### src/rtl/sccb_target.sv
// SCCB/I2C register target: oversamples SCL/SDA on clk, matches a 7-bit device
// address and runs reads/writes through an 8-bit register port with auto-increment.
`timescale 1ns/1ps
module sccb_target #(
   parameter logic [6:0] DEV_ADDR = 7'h18
) (
   input  logic       clk,
   input  logic       res,
   input  logic       scl,
   input  logic       sda_in,
   output logic       sda_oe,
   output logic [7:0] reg_addr,
   output logic [7:0] reg_wdata,
   output logic       reg_wr,
   input  logic [7:0] reg_rdata,
   output logic       busy
);

   typedef enum logic [3:0] {
      ST_IDLE, ST_DEVADDR, ST_DEVACK, ST_REGADDR, ST_REGACK,
      ST_WDATA, ST_WACK, ST_RDATA, ST_MACK, ST_IGNORE
   } state_t;

   // [0] metastability stage, [1] synced value, [2] history
   logic [2:0] scl_pipe_reg, sda_pipe_reg;
   state_t     state_reg, state_next;
   logic [3:0] bit_cnt_reg, bit_cnt_next;
   logic [7:0] shift_reg, shift_next;
   logic       sda_oe_reg, sda_oe_next;
   logic [7:0] reg_addr_reg, reg_addr_next;
   logic [7:0] reg_wdata_reg, reg_wdata_next;
   logic       reg_wr_reg, reg_wr_next;
   logic       busy_reg, busy_next;

   logic scl_sync, scl_hist, sda_sync, sda_hist;
   logic scl_rise, scl_fall, start_det, stop_det, addr_match;

   assign scl_sync   = scl_pipe_reg[1];
   assign scl_hist   = scl_pipe_reg[2];
   assign sda_sync   = sda_pipe_reg[1];
   assign sda_hist   = sda_pipe_reg[2];
   assign scl_rise   = scl_sync & ~scl_hist;
   assign scl_fall   = ~scl_sync & scl_hist;
   assign start_det  = scl_sync & scl_hist & sda_hist & ~sda_sync;
   assign stop_det   = scl_sync & scl_hist & ~sda_hist & sda_sync;
   // general call (7'h00) is never acknowledged
   assign addr_match = (shift_reg[7:1] == DEV_ADDR) && (shift_reg[7:1] != 7'h00);

   always_ff @(posedge clk) begin
      if (res) begin
         scl_pipe_reg  <= 3'b111;
         sda_pipe_reg  <= 3'b111;
         state_reg     <= ST_IDLE;
         bit_cnt_reg   <= 4'd0;
         shift_reg     <= 8'h00;
         sda_oe_reg    <= 1'b0;
         reg_addr_reg  <= 8'h00;
         reg_wdata_reg <= 8'h00;
         reg_wr_reg    <= 1'b0;
         busy_reg      <= 1'b0;
      end else begin
         scl_pipe_reg  <= {scl_pipe_reg[1:0], scl};
         sda_pipe_reg  <= {sda_pipe_reg[1:0], sda_in};
         state_reg     <= state_next;
         bit_cnt_reg   <= bit_cnt_next;
         shift_reg     <= shift_next;
         sda_oe_reg    <= sda_oe_next;
         reg_addr_reg  <= reg_addr_next;
         reg_wdata_reg <= reg_wdata_next;
         reg_wr_reg    <= reg_wr_next;
         busy_reg      <= busy_next;
      end
   end

   always_comb begin
      state_next     = state_reg;
      bit_cnt_next   = bit_cnt_reg;
      shift_next     = shift_reg;
      sda_oe_next    = sda_oe_reg;
      reg_addr_next  = reg_addr_reg;
      reg_wdata_next = reg_wdata_reg;
      reg_wr_next    = 1'b0;
      busy_next      = busy_reg;
      if (start_det) begin
         state_next   = ST_DEVADDR;
         bit_cnt_next = 4'd0;
         sda_oe_next  = 1'b0;
      end else if (stop_det) begin
         state_next   = ST_IDLE;
         bit_cnt_next = 4'd0;
         sda_oe_next  = 1'b0;
         busy_next    = 1'b0;
      end else begin
         case (state_reg)
            ST_DEVADDR, ST_REGADDR, ST_WDATA: begin
               if (scl_rise && bit_cnt_reg != 4'd8) begin
                  shift_next   = {shift_reg[6:0], sda_sync};
                  bit_cnt_next = bit_cnt_reg + 4'd1;
                  if (state_reg == ST_WDATA && bit_cnt_reg == 4'd7) begin
                     reg_wdata_next = {shift_reg[6:0], sda_sync};
                     reg_wr_next    = 1'b1;
                  end
               end else if (scl_fall && bit_cnt_reg == 4'd8) begin
                  bit_cnt_next = 4'd0;
                  if (state_reg == ST_DEVADDR) begin
                     if (addr_match) begin
                        state_next  = ST_DEVACK;
                        sda_oe_next = 1'b1;
                        busy_next   = 1'b1;
                     end else begin
                        state_next = ST_IGNORE;
                        busy_next  = 1'b0;
                     end
                  end else begin
                     sda_oe_next = 1'b1;
                     if (state_reg == ST_REGADDR) begin
                        reg_addr_next = shift_reg;
                        state_next    = ST_REGACK;
                     end else begin
                        state_next = ST_WACK;
                     end
                  end
               end
            end
            // one-bit phases: bit_cnt marks that the SCL high half has been seen
            ST_DEVACK, ST_REGACK, ST_WACK, ST_MACK: begin
               if (scl_rise) begin
                  bit_cnt_next = 4'd1;
                  if (state_reg == ST_MACK) begin
                     if (sda_sync) begin
                        state_next = ST_IGNORE;
                        busy_next  = 1'b0;
                     end else begin
                        reg_addr_next = reg_addr_reg + 8'd1;
                     end
                  end
               end else if (scl_fall && bit_cnt_reg == 4'd1) begin
                  if ((state_reg == ST_DEVACK && shift_reg[0]) || state_reg == ST_MACK) begin
                     sda_oe_next  = ~reg_rdata[7];
                     shift_next   = {reg_rdata[6:0], 1'b0};
                     bit_cnt_next = 4'd1;
                     state_next   = ST_RDATA;
                  end else begin
                     sda_oe_next  = 1'b0;
                     bit_cnt_next = 4'd0;
                     if (state_reg == ST_WACK)
                        reg_addr_next = reg_addr_reg + 8'd1;
                     state_next = (state_reg == ST_DEVACK) ? ST_REGADDR : ST_WDATA;
                  end
               end
            end
            ST_RDATA: begin
               if (scl_fall) begin
                  if (bit_cnt_reg == 4'd8) begin
                     sda_oe_next  = 1'b0;
                     bit_cnt_next = 4'd0;
                     state_next   = ST_MACK;
                  end else begin
                     sda_oe_next  = ~shift_reg[7];
                     shift_next   = {shift_reg[6:0], 1'b0};
                     bit_cnt_next = bit_cnt_reg + 4'd1;
                  end
               end
            end
            default: ;
         endcase
      end
   end

   assign sda_oe    = sda_oe_reg;
   assign reg_addr  = reg_addr_reg;
   assign reg_wdata = reg_wdata_reg;
   assign reg_wr    = reg_wr_reg;
   assign busy      = busy_reg;

endmodule

### config.mk
export PLATFORM = sky130hd
export DESIGN_NAME = sccb_target
export DESIGN_NICKNAME = d
export VERILOG_FILES = /design/src/rtl/sccb_target.sv
export SDC_FILE = /design/constraint.sdc
export NUM_CORES = 1
export LEC_CHECK = 0
export ABC_AREA = 1
export CAP_MARGIN = 20
export CORE_ASPECT_RATIO = 1.5
export CORE_UTILIZATION = 50
export DETAILED_ROUTE_END_ITERATION = 8
export PLACE_DENSITY_LB_ADDON = 0.15
export SKIP_LAST_GASP = 1
export SYNTH_ARGS = -nofsm -noshare
export SYNTH_HDL_FRONTEND = slang
export SYNTH_SLANG_ARGS = --single-unit
export TNS_END_PERCENT = 50
### constraint.sdc
create_clock -name clk -period 1.8 [get_ports clk]
set_input_delay 0.54 -clock clk [delete_from_list [all_inputs] [get_ports clk]]
set_output_delay 0.54 -clock clk [all_outputs]
set_load 0.03 [all_outputs]
; Yosys cells after proc, flatten, opt, wreduce, memory -nomap -nowiden
; Index checks and enable logic that the tools add are counted.
; W data, S select, Z words.
[totals]
word_cells = 161
input_bits = 12
register_bits = 41
out_inout_bits = 19
[classes]
n_addsub = 2
n_eq_ne = 45
bitwise = 17
n_reduce_logical = 24
n_mux = 62
[op_table]
columns = cell, count
row1 = $mux W8, 16
row2 = $mux W4, 16
row3 = $ne A3 B3 Y1 const B, 14
row4 = $pmux W4 S3, 2
row5 = $pmux W8 S3, 1
row6 = $reduce_and A8 Y1, 3
row7 = $ne A2 B2 Y1 const B, 11
row8 = $mux W1, 21
row9 = $eq A4 B3 Y1 const B, 5
row10 = $ne A4 B4 Y1 const B, 5
row11 = $pmux W8 S2, 1
row12 = $ne A5 B5 Y1 const B, 3
row13 = $reduce_and A12 Y1, 1
row14 = $not A1 Y1, 10
row15 = $reduce_and A9 Y1, 1
row16 = $add A8 B1 Y8 const B, 1
row17 = $eq A4 B1 Y1 const B, 2
row18 = $eq A4 B2 Y1 const B, 2
row19 = $eq A4 B4 Y1 const B, 2
row20 = $and A1 B1 Y1, 7
row21 = $eq A7 B5 Y1 const B, 1
row22 = $reduce_and A7 Y1, 1
row23 = $reduce_bool A7 Y1, 1
row24 = $logic_and A1 B1 Y1, 6
row25 = 14 further kinds, 17

; Longest topological paths before layout
[logic_depth]
depth_word = 9
depth_mapped = 13
depth_no_buf = 13

; Worst setup path before layout
; Ideal clock, no wire load.
[synth_path]
path_type = register to register
startpoint = reg bit_cnt_reg[0]
endpoint = reg shift_reg[1]
setup_time_ns = 0.116
synth_period_minus_slack_ns = 1.592
path_stages_with_launch = 13
arrival_ns = 1.476
path_slack_ns = 0.208
required_time_ns = 1.684
path_buffers = 0
cell_sequence = dfxtp_1 -> inv_1 -> ha_1 -> nand2_1 -> nor2_2 -> inv_1 -> nand2_2 -> nand2_1 -> nand3_1 -> nor2_2 -> nand2_4 -> o21ai_0 -> nor2_1
[synth_between]
elab_chain_len = 4
elab_cells_between_ends = 9
cone_classes = eq/ne: 6 / reduce/logical: 3
[synth_rtl]
columns = item, line_no
row1 = "start, declared", 27  ; logic [3:0] bit_cnt_reg, bit_cnt_next;
row2 = "start signal, assigned", 65  ; bit_cnt_reg <= bit_cnt_next;
row3 = $eq A4 B1 Y1 / $ne A4 B4 Y1 (equally long branches), "137, 96"
row4 = $logic_and A1 B1 Y1 (on tied branches), "137, 96"
row5 = $ne A2 B2 Y1 (no line), -
row6 = $reduce_and A9 Y1 (no line) (*), -
row7 = "end signal, assigned", 66  ; shift_reg <= shift_next;
row8 = "end, declared", 28  ; logic [7:0] shift_reg, shift_next;
; Mark *: on every way between the ends. The rest lies on a longest branch, timed or not.
; A chain may end at the register's enable or synchronous reset.

; Worst setup path after layout
[layout_path]
startpoint = reg reg_wdata_reg[2], in the netlist reg_wdata[2]
endpoint = out reg_wdata[2]
[layout_rtl]
columns = item, line_no
row1 = "start, declared", 31  ; logic [7:0] reg_wdata_reg, reg_wdata_next;
row2 = "start signal, assigned", 69  ; reg_wdata_reg <= reg_wdata_next;
row3 = "end, declared", 13  ; output logic [7:0] reg_wdata,
; No word-level cell between the ends.

==> impl_metrics.ini <==
[critical_path]
cp.required_ns = 1.26
critPathLaunchType = register
critPathMaxStageDelay_ns = 0.66
r2r_start = state_reg[1]
crit_arrival_ns = 1.31
critPathLaunch = reg_wdata[2]
reg2reg_to = shift_reg[7]
cp.buffers_inverters = 1
cp_num_cells = 1
cp-end-kind = primary output
worstPathMaxFanout = 2
critPathKind = register to primary output
crit_chain = clkdlybuf4s50_1
critPathSlowestCell = clkdlybuf4s50_1
critPathCapture = reg_wdata[2]
r2r_cells = 12
critical-path-top-delay-family = buffers and inverters
r2r_slack_ns = 0.10

[worst_hold_path]
hold_class = register to register

[logic_synthesis]
netlist_area_um2 = 2580
synth_edf_count = 0
synth_ff_type = dfxtp_1
synth_cell_types = 34
yosysSeqAreaShare_pct = 31.81
synth-warning-count = 0
ys_ff_latch = 41
netlist.area_leader.share_pct = 31.81
synthCells = 394
synthArstFlopShare_pct = 0
synth.area.top_cells = dfxtp_1 32%, nand2_1 15%, nor2_1 9.7%, o21ai_0 5.2%, nand3_1 4.7%
yosysTopAreaCell = dfxtp_1
avgSynthCellArea_um2 = 6.548
syn-num-nets = 410

[detailed_routing]
ant_nets = 0
avgRoutedWirePerCell_um = 13.77
dr.first_iter.drc_count = 238
dr.pass1.iters = 4
routed_wl_mm = 7.149
drc_errors = 0
vias = 2706
via_per_inst = 5.214

[timing]
timing.hold.ws_ns = 0.4142
finalSetupViolCount = 4
fin_ws_ns = -0.04865
setup_tns_ns = -0.1611
fmax_mhz = 540.9
fin_crit_sh_pct = 102.7
rsz0062_at_grt = true
slew_violations = 0
tightest_slew_ns = 0.3842
maxSlewHeadroom_pct = 74.27
hold_violations = 0
fin_crit_ns = 1.849
finalClockSkew_ns = 0.008120

[cells_and_area]
antenna_cells = 0
final_area_um2 = 3308
areaGrowthSynthToFinish_pct = 28.22
nets = 468
drive_gt1_share_pct = 20.53
multiInputGateArea_um2 = 1612
ff_latch_area_um2 = 829.5
fill_cells = 473
layout_common_cells = 100 x nand2_1, 64 x nor2_1, 36 x dfxtp_1, 27 x inv_1
layout_commonest_cell = nand2_1

[placed_design]
dp.final_hpwl_mm = 5.265
port_buffers = 30
gp_congestion = 0.9689
place_area_um2 = 3083

[grt]
grt_pass1_vias = 2590
grt_pass1_wl_mm = 11.32
antenna_found_initial = 0
groute.usage.overall_pct = 27.40
grt_max_degree = 29
grt-ovfl-total = 0

[clock_tree]
cts_buffers = 5
cts_max_path_buffers = 2
clk_pin_slew_ns = 0.09
cts_tree = built
root_buffer = clkbuf_8
hold_buffers = 0
htree_levels = 2
clk_latency_ns = 0.31
clock_sinks = 41

[floorplan]
die_w_um = 60.65
core_um2 = 4887
io_pins = 31
initial_core_util_pct = 52.79
dieArea_um2 = 5457
row_count = 31
die_h_um = 89.98

[power]
power.leakage_nw = 1.644
power.density_nw_per_um2 = 1963
ir_drop_mv = 0.9198

[status]
failed_checks = setup timing
status = finished with violations

[run]
drv_cap = 0
==> layer usage <==
layer	global-route usage, %	up-vias	share of wire (%)
li1	-	1382	-
met1	30.45	1217	40
met2	46.70	77	51
met3	4.317	30	3.6
met4	16.10	0	4.9
met5	0	-	0
==> through the flow <==
step	worst slack, ns	power [mW]	utilization [%]	cells
final	-0.04865	6.493	67.69	519
after global routing	-0.09356	7.017	67.69	519
after CTS	-0.06655	6.204	65.64	515
after detailed placement	-0.005194	5.321	63.08	507
after global placement	0.04575	5.266	63.08	507
after floorplan	0.2078	4.268	-	394
==> synth_stat cells (2+ instances only) <==
master / count
o21ai_1: 6
inv_1: 29
nand2_4: 3
nand3_2: 2
nand3_4: 3
o21ai_0: 27
nand3_1: 24
or2_2: 5
buf_6: 4
inv_2: 5
buf_2: 2
o21bai_1: 2
nand2_2: 7
nor2_4: 6
nor2_1: 67
a21oi_1: 15
nor3_1: 10
nand4_1: 6
nand3b_1: 3
xor2_1: 3
ha_1: 4
dfxtp_1: 41
nand2_1: 103
nor2_2: 7
==> kinds of logic after synthesis <==
logic type                 after synthesis  share of synthesized area [%]
and+or+nand+nor                        250                          46.75
xor gates and xnor gates                 3                          1.019
DFF                                     41                          31.81
adders and majority gates                4                          1.940
buffers and inverters                   43                          7.662
AOI/OAI and AO/OA                       53                          10.81
==> worst min path at each step <==
| stage | startpoint | endpoint | slack (ns) | cells past startpoint |
|---|---|---|---|---|
| after floorplan | scl_pipe_reg[0] | scl_pipe_reg[1] | 0.39 | 1 |
| after global placement | scl_pipe_reg[0] | scl_pipe_reg[1] | 0.39 | 1 |
| after detailed placement | sda_pipe_reg[0] | sda_pipe_reg[1] | 0.40 | 1 |
| after CTS | sda_pipe_reg[0] | sda_pipe_reg[1] | 0.42 | 1 |
| after global routing | sda_pipe_reg[0] | sda_pipe_reg[1] | 0.43 | 1 |
| final | scl_pipe_reg[0] | scl_pipe_reg[1] | 0.41 | 1 |
==> cell type report <==
class | instances | share of cell area [%]
clock buffers | 5 | 2.080
flip-flops and latches | 41 | 25.08
repair buffers | 57 | 15.32
clock inverters | 3 | 2.080
inverters | 36 | 4.236
well taps | 66 | 2.496
multi-input cells | 311 | 48.71
==> report_power, final <==
| part | internal (mW) | switching [mW] |
|---|---|---|
| logic | 1.51 | 2.67 |
| clock network | 0.558 | 0.353 |
| registers | 1.16 | 0.246 |
| total | 3.23 | 3.26 |
==> what timing repair did <==
action | in CTS | in global routing
cloned | 0 | 1
buffers inserted | 0 | 3
resized for setup | 10 | 28
pin swaps | 0 | 6
hold endpoints to repair | 0 | 0
endpoints found under the setup margin | 20 | 38
No activity file was read; power rests on OpenSTA's default activity.
